$ cat src/rtl/sh7604_dbus_arbiter.sv
`default_nettype none
// +--------------------------------------------------------------------------+
// | Module      : sh7604_dbus_arbiter                                        |
// | Description : DBUS arbiter for CPU/cache, DMAC ch0 and DMAC ch1 with     |
// |               locked sequences and a CPU starvation guard.               |
// | Revision    : 1.0                                                        |
// +--------------------------------------------------------------------------+
module sh7604_dbus_arbiter #(
    parameter int DMA_BURST = 4
) (
    input  logic             CLK,
    input  logic             RST_N,
    input  logic             CE_R,
    input  logic             RES_N,
    input  logic             RR_MODE,
    input  logic [2:0][31:0] M_A,
    input  logic [2:0][31:0] M_DO,
    input  logic [2:0][3:0]  M_BA,
    input  logic [2:0]       M_WE,
    input  logic [2:0]       M_REQ,
    input  logic [2:0]       M_LOCK,
    output logic [31:0]      M_DI,
    output logic [2:0]       M_WAIT,
    output logic [31:0]      DBUS_A,
    output logic [31:0]      DBUS_DO,
    output logic [3:0]       DBUS_BA,
    output logic             DBUS_WE,
    output logic             DBUS_REQ,
    output logic             DBUS_LOCK,
    input  logic [31:0]      DBUS_DI,
    input  logic             DBUS_WAIT,
    output logic [1:0]       OWNER
);

    localparam int               c_BCW       = (DMA_BURST < 1) ? 1 : $clog2(DMA_BURST + 1);
    localparam logic [c_BCW-1:0] c_BURST_MAX = c_BCW'(DMA_BURST);

    localparam logic [1:0] c_ST_IDLE  = 2'd0;
    localparam logic [1:0] c_ST_GRANT = 2'd1;
    localparam logic [1:0] c_ST_LOCK  = 2'd2;
    localparam logic [1:0] c_NONE     = 2'd3;

    logic [1:0]       r_state;
    logic [1:0]       w_state_nxt;
    logic [1:0]       r_owner;
    logic [1:0]       w_owner_nxt;
    logic             r_rr;          // 0: ch0 is favoured next, 1: ch1
    logic             w_rr_nxt;
    logic [c_BCW-1:0] r_burst;
    logic [c_BCW-1:0] w_burst_nxt;

    logic             w_own_req;
    logic             w_own_lock;
    logic [1:0]       w_dma_pick;
    logic             w_cpu_win;
    logic [1:0]       w_winner;

    // State register: async power-on reset, soft reset only on enabled cycles
    always_ff @(posedge CLK or negedge RST_N) begin
        if (!RST_N) begin
            r_state <= c_ST_IDLE;
            r_owner <= c_NONE;
            r_rr    <= 1'b0;
            r_burst <= '0;
        end else if (CE_R) begin
            if (!RES_N) begin
                r_state <= c_ST_IDLE;
                r_owner <= c_NONE;
                r_rr    <= 1'b0;
                r_burst <= '0;
            end else begin
                r_state <= w_state_nxt;
                r_owner <= w_owner_nxt;
                r_rr    <= w_rr_nxt;
                r_burst <= w_burst_nxt;
            end
        end
    end

    // Arbitration and next-state logic
    always_comb begin
        w_dma_pick = 2'd1;
        if (M_REQ[1] && M_REQ[2]) begin
            w_dma_pick = (RR_MODE && r_rr) ? 2'd2 : 2'd1;
        end else if (M_REQ[2]) begin
            w_dma_pick = 2'd2;
        end
        w_cpu_win = M_REQ[0] && (!(M_REQ[1] || M_REQ[2]) || (r_burst >= c_BURST_MAX));
        w_winner  = w_cpu_win ? 2'd0 : w_dma_pick;

        w_state_nxt = r_state;
        w_owner_nxt = r_owner;
        w_rr_nxt    = r_rr;
        w_burst_nxt = M_REQ[0] ? r_burst : '0;

        case (r_state)
            c_ST_IDLE: begin
                if (|M_REQ) begin
                    w_state_nxt = c_ST_GRANT;
                    w_owner_nxt = w_winner;
                    if (w_cpu_win) begin
                        w_burst_nxt = '0;
                    end else begin
                        if (M_REQ[0]) begin
                            w_burst_nxt = r_burst + c_BCW'(1);
                        end
                        if (RR_MODE) begin
                            w_rr_nxt = (w_winner == 2'd1);
                        end
                    end
                end
            end
            c_ST_GRANT: begin
                // Owner withdrawing its request is an abort, even if locked
                if (!w_own_req) begin
                    w_state_nxt = c_ST_IDLE;
                    w_owner_nxt = c_NONE;
                end else if (!DBUS_WAIT) begin
                    if (w_own_lock) begin
                        w_state_nxt = c_ST_LOCK;
                    end else begin
                        w_state_nxt = c_ST_IDLE;
                        w_owner_nxt = c_NONE;
                    end
                end
            end
            c_ST_LOCK: begin
                if (w_own_req) begin
                    w_state_nxt = c_ST_GRANT;
                end else if (!w_own_lock) begin
                    w_state_nxt = c_ST_IDLE;
                    w_owner_nxt = c_NONE;
                end
            end
            default: begin
                w_state_nxt = c_ST_IDLE;
                w_owner_nxt = c_NONE;
            end
        endcase
    end

    // Output mux: owner's fields onto DBUS, zero when nobody owns the bus
    always_comb begin
        DBUS_A     = '0;
        DBUS_DO    = '0;
        DBUS_BA    = '0;
        DBUS_WE    = 1'b0;
        w_own_req  = 1'b0;
        w_own_lock = 1'b0;
        for (int i = 0; i < 3; i++) begin
            if (r_owner == 2'(i)) begin
                DBUS_A     = M_A[i];
                DBUS_DO    = M_DO[i];
                DBUS_BA    = M_BA[i];
                DBUS_WE    = M_WE[i];
                w_own_req  = M_REQ[i];
                w_own_lock = M_LOCK[i];
            end
        end
        DBUS_REQ  = (r_state == c_ST_GRANT) && w_own_req;
        DBUS_LOCK = w_own_lock;

        M_WAIT = M_REQ;
        for (int i = 0; i < 3; i++) begin
            if ((r_owner == 2'(i)) && (r_state == c_ST_GRANT) && !DBUS_WAIT) begin
                M_WAIT[i] = 1'b0;
            end
        end
    end

    assign M_DI  = DBUS_DI;
    assign OWNER = r_owner;

endmodule
`default_nettype wire

$ cat config.mk
export PLATFORM = sky130hd
export DESIGN_NAME = sh7604_dbus_arbiter
export DESIGN_NICKNAME = d
export VERILOG_FILES = /design/src/rtl/sh7604_dbus_arbiter.sv
export SDC_FILE = /design/constraint.sdc
export NUM_CORES = 1
export LEC_CHECK = 0
export BUFFER_PORTS_ARGS = -buffer_cell sky130_fd_sc_hd__buf_4
export CAP_MARGIN = 20
export CORE_AREA = 8 8 135 137
export DETAILED_ROUTE_END_ITERATION = 10
export DIE_AREA = 0 0 143 145
export PLACE_DENSITY = 0.52
export SYNTH_ARGS = -nofsm -noshare
export SYNTH_HDL_FRONTEND = slang
export SYNTH_SLANG_ARGS = --single-unit
$ cat constraint.sdc
create_clock -name CLK -period 1.8 [get_ports CLK]
set_input_delay 0 -clock CLK [delete_from_list [all_inputs] [get_ports CLK]]
set_output_delay 0 -clock CLK [all_outputs]
set_load 0.01 [all_outputs]
Word level (Yosys, flattened, before mapping)
Cells that the tools add are included.

word-level totals
  output and inout port bits = 108
  word-level logic and storage cells = 90
  bits in registers = 8
  input port bits = 251

operators by class
  order comparisons = 1
  equal/unequal tests = 13
  $add $sub $neg = 1
  multiplexer cells = 51
  reductions and logical operators = 20

operators with widths
  operator                                                               count
  32-bit 2-to-1 mux                                                      6
  2-bit 2-to-1 mux                                                       17
  3-bit 2-to-1 mux                                                       6
  1-bit 2-to-1 mux                                                       17
  4-bit 2-to-1 mux                                                       3
  2-bit case mux with 3 select lines                                     2
  1-bit logical AND                                                      10
  4-bit != test, second input constant                                   2
  4-bit AND reduction                                                    2
  2-bit by 1-bit equality test with 1-bit output, second input constant  3
  2-bit by 1-bit != test with 1-bit output, second input constant        3
  3-bit != test, second input constant                                   2
  5-bit AND reduction                                                    1
  2-bit equality test, second input constant                             2
  2-bit zero test                                                        2
  3-bit by 1-bit adder with 3-bit output, second input constant          1
  3-bit greater-or-equal comparator, second input constant               1
  3-bit OR reduction                                                     1
  1-bit zero test                                                        2
  1-bit logical OR                                                       2
  2-bit != test, second input constant                                   1

Logic depth before layout (Yosys ltp)
  word-level depth = 11
  gate-level depth with buffers = 7
  gate-level depth less buffers = 5

Worst setup path after synthesis
No wires, ideal clock.

  path kind = register to register
  start = register r_owner[0], in the netlist OWNER[0]
  end = register r_owner[0], in the netlist OWNER[0]
  setup time = 0.085 ns
  data arrival time = 1.551 ns
  buffers on the path = 1
  path slack = 0.164 ns
  cell stages (with the launch flop) = 7
  clock period less this slack = 1.636 ns
  cell sequence = dfstp_2 nor2b_1 buf_4 o2bb2ai_2 nand2_1 o21bai_2 mux2_1

between the ends
  word-level cells in the longest chain between the ends = 9
  elaborated cells between the ends (all ways) = 18
  those cells by class = eq/ne: 4; mux: 12; reduce/logical: 2

RTL lines
  item                                RTL line  source
  from (decl)                         45        logic [1:0] r_owner;
  from (signal assigned)              62        r_owner <= c_NONE;
  from (signal assigned)              68        r_owner <= c_NONE;
  from (signal assigned)              73        r_owner <= w_owner_nxt;
  2-bit zero test                     151       if (r_owner == 2'(i)) begin
  1-bit 2-to-1 mux (3 in series)      151
  2-bit 2-to-1 mux (2 in series)      -
  2-bit 2-to-1 mux                    115       if (!w_own_req) begin
  2-bit case mux with 3 select lines  96        case (r_state)
  2-bit 2-to-1 mux                    66        if (!RES_N) begin

Parallel ways exist; a longest one is shown, timed or not. The select of a mux whose other input is x is not followed.
A chain may end at the register's enable or synchronous reset.

Worst setup path in the final report
  start = register r_owner[1], in the netlist OWNER[1]
  end = output port DBUS_A[0]

between the ends
  word-level cells in the longest chain between the ends = 4
  elaborated cells between the ends (all ways) = 6
  those cells by class = eq/ne: 2; mux: 3; reduce/logical: 1

RTL lines
  item                             RTL line  source
  2-bit zero test                  151
  32-bit 2-to-1 mux (2 in series)  151
  32-bit 2-to-1 mux (*)            151
  to (decl)                        24        output logic [31:0] DBUS_A,

Mark *: on every way between the ends. The rest lies on a longest branch, timed or not.

==> results by stage <==
Global routing:
- Entering global routing, the biggest net connects 43 pins.
- For met3 alone, demand over resource in global routing was 0.0318.
- The total track usage is 0.118.
- For this run, global-route usage on met2 was measured as 0.211.
- The number of global-route vias before repair was 3,457.
- The first global-routing pass estimated 19,800 um of wire.
- The layer with the highest usage after global routing is met2.
- The initial antenna violation count is 0.
- For met1 alone, demand over resource in global routing was 0.134.
- Global routing finished with a remaining overflow of 0.

Clock network:
- The number of sinks on the clock net is 8.
- The root buffer cell is clkbuf_16.
- The clock latency at the later pin of the worst-skew pair is 0.24 ns.
- The number of clock buffers inserted by TritonCTS is 3.
- The maximum number of buffers from clock root to sink is 2.
- The TritonCTS clock tree is built.
- The number of H-tree levels is 1.
- The clock-pin slew on the worst setup and hold paths is 0.04 ns.

STA:
- On the final layout, the worst clock skew is 0.00528 ns.
- The max-slew violation count is 0.
- For the pin with the worst max-slew slack, the measured transition is 0.342 ns.
- Dividing the final minimum period by the clock period gives 0.972.
- For this run, the top clock speed supported by timing is 572 MHz.
- In this run the tightest slew margin relative to its limit is 0.770.
- Subtracting the final worst setup slack from the clock period gives 1.75 ns.
- Adding up every negative setup slack in the final design gives 0 ns.
- The count of endpoints failing hold in the final timing report is 0.
- The slack of the critical path is 0.0503 ns.
- Setup repair after global routing could not meet its margin everywhere.
- The number of endpoints failing setup at the final stage is 0.

Synth:
- The number of instances in the synthesized netlist is 343.
- For this run, the register share of the synthesized area comes to 0.0873.
- After synthesis, the share of cell area in mux cells is 0.329.
- By area, the combinational part of the netlist is dominated by multiplexers.
- Of the post-synthesis cell area, the dominant cell type holds 0.315.
- For this run, the number of Yosys warnings is 0.
- The cell type with the highest aggregate area in the netlist is mux2i_1.
- The number of distinct standard cells referenced by the synthesized netlist is 35.
- The adder and majority cell fraction of the synthesized area is 0.00539.
- The compound-cell area share of the yosys netlist is 0.243.
- When the netlist entered floorplanning its net count stood at 595.
- Of the total synthesized cell area, the portion taken by XOR and XNOR cells is 0.
- The async set-or-reset flop fraction in the synthesized netlist is 1.00.
- The simple-gate portion of the synthesized area is 0.173.
- The commonest register cell after synthesis is dfrtp_1.
- After synthesis, the cell types taking the most area are mux2i_1 (31%), o21ai_0 (16%), nand2_1 (12%), buf_4 (11%), dfrtp_1 (6.5%).
- After synthesis the netlist holds a flip-flop and latch count of 8.
- The number of enable flip-flop cells after synthesis is 0.
- After synthesis the cells add up to 0.00232 mm^2.
- A synthesized cell averages 6.77 um^2.

Drt:
- The detailed router's first-iteration violation count is 136.
- For this block, the via count after detailed routing is 3,365.
- In the final routed layout, each cell accounts on average for 16.5 um.
- In the routed design, unresolved DRC markers number 0.
- The count of TritonRoute iterations in the first routing pass is 4.
- The via density per instance is 4.11.
- Summed over all layers, the routed wires come to 13,500 um.
- The count of antenna-violating nets left after detailed routing is 0.

Status:
- The flow ran to the end, and the final reports show no timing, DRC or antenna violations.

Power:
- The power per unit of standard cell area is 645 mW/mm^2.
- The worst-case IR drop observed on VDD is 0.513 mV.
- Summed over all cells, the static leakage comes to 2.61 nW.

Setup path:
- Walking the worst path, the cells encountered are buf_16, mux2i_1, o21ai_1, buf_4.
- STA classifies the critical path endpoint as an output port.
- The data required time at the worst endpoint is 1.80 ns.
- Of all nets on the critical path, the largest fanout is 36.
- The largest individual stage delay along the critical path comes from the cell dfstp_4.
- For the worst setup path, the data arrival time is 1.75 ns.
- The sort of element at the start of the critical path is a register.
- The category of the most critical setup path is reg2out.
- The number of buffer and inverter instances along the worst setup path is 2.
- Broken down by cell family, the worst path's largest delay share belongs to flip-flops.
- The largest incremental delay on the critical path is 0.68 ns.

Placed design:
- The placed wire-length estimate is 11,200 um.
- Including well taps, the total number of placed cells is 809.
- The count of buffers added on input and output ports is 294.
- The weighted congestion reported at the end of routability-driven placement is 0.789.
- Before CTS, the worst setup slack after placement is 0.0975 ns.

Finish:
- The layout-stage area growth over the synthesis result is 105%.
- The number of nets in the final layout is 851.
- The antenna cell count is 0.
- In the final layout, the share of cells above drive strength 1 is 0.542.
- After the flow finishes, the layout carries non-filler instances totaling 818.

Hold path:
- In this run the worst hold path is classified as in2out.

Floorplanning:
- The initial core utilization is 0.144.
- The core region is 0.0162 mm^2.
- The x dimension of the die is 143 um.
- The boundary pin count is 359.
- The floorplan has 47 rows.
- In this run the vertical extent of the chip is 145 um.
- The die covers 0.0207 mm^2.

Run:
- The tool flagged a number of max-cap violations equal to 0.
==> worst register-to-register path: cells and delay by family, from the launching register on <==
family,cells,cell delay [ns]
flip-flops,1,0.51
AO/OA/AOI/OAI,2,0.33
multiplexers,1,0.33
AND/OR/NAND/NOR,2,0.33
buffers and inverters,1,0.15
==> logic make-up after synthesis <==
logic type,Yosys count
buffers and inverters,64
adders and majority gates,1
DFF,8
AOI/OAI and AO/OA,95
and+or+nand+nor,99
muxes,76
==> registers in the layout (all words and copies together) (netlist names) <==
register  count
r_state       2
r_burst       3
r_rr          1
OWNER         2
==> layer usage <==
metal | vias to the layer above | routed length [um]
li1 | 1679 | -
met1 | 1486 | 5130
met2 | 173 | 6830
met3 | 27 | 1300
met4 | 0 | 256
met5 | - | 0
==> placed cells by master, fill, tap and decap left out, types with 3 or more instances in the layout <==
cell,count
buf_4,300
nand2_1,73
mux2i_1,71
o21ai_0,69
nor2_1,11
inv_1,6
dfrtp_1,6
a21oi_1,4
nor3_1,4
clkbuf_16,4
o21ai_1,3
nand3_1,3
==> final cells by class <==
cell class | count | area, um^2
Fill cell | 1800 | 11400
Sequential cell | 8 | 206
Clock buffer | 4 | 78.8
Multi-Input combinational cell | 271 | 1780
Timing Repair Buffer | 309 | 2410
Tap cell | 220 | 275
Inverter | 6 | 22.5
==> power by group <==
group          switching, W  internal (W)  leakage, nW
combinational       0.00113       0.00128         2.47
sequential        0.0000437      0.000215        0.102
clock              0.000102      0.000296       0.0382
==> final timing paths <==
check	startpoint	to	slack (ns)	cells after the start
worst max-delay path	OWNER[1]	DBUS_A[0]	0.05	4
worst max register to register	OWNER[1]	OWNER[0]	0.08	6
min in group asynchronous	RST_N	r_state[1]	0.12	2
worst min-delay path	DBUS_DI[31]	M_DI[31]	0.000003	0
worst min register to register	r_burst[1]	r_burst[1]	0.53	2
max in group asynchronous	RST_N	OWNER[0]	1.47	2
==> Yosys cell counts, drive strengths merged, types with 2 or more instances <==
| library cell | count |
|---|---|
| a22oi | 2 |
| o41ai | 2 |
| nor2 | 11 |
| inv | 6 |
| dfrtp | 6 |
| nand3 | 3 |
| a211oi | 2 |
| nand2b | 2 |
| mux2 | 3 |
| mux2i | 73 |
| a21boi | 2 |
| clkbuf | 14 |
| nand2 | 74 |
| a21oi | 5 |
| nor2b | 2 |
| o21ai | 72 |
| dfstp | 2 |
| nand4 | 2 |
| buf | 44 |
| nor3 | 4 |
==> metrics by stage <==
step                      utilization  instance area (um^2)  total power [W]  hold slack, ns
after floorplan                     -                  2320          0.00144          -0.296
after global placement          0.282                  4560          0.00259          -0.167
after detailed placement        0.282                  4560          0.00259          -0.168
after CTS                       0.288                  4660          0.00300       0.0000686
after global routing            0.295                  4770          0.00330       0.0000151
final                           0.295                  4770          0.00307      0.00000337
==> repair_timing <==
action | 4_1_cts | 5_1_grt
pin swaps | 0 | 2
setup buffers | 0 | 3
resized for setup | 3 | 16
hold buffers | 1 | 0
gates cloned | 0 | 1
endpoints found under the hold margin | 8 | 0
setup endpoints to repair | 4 | 33
No activity file was read; power rests on OpenSTA's default activity.
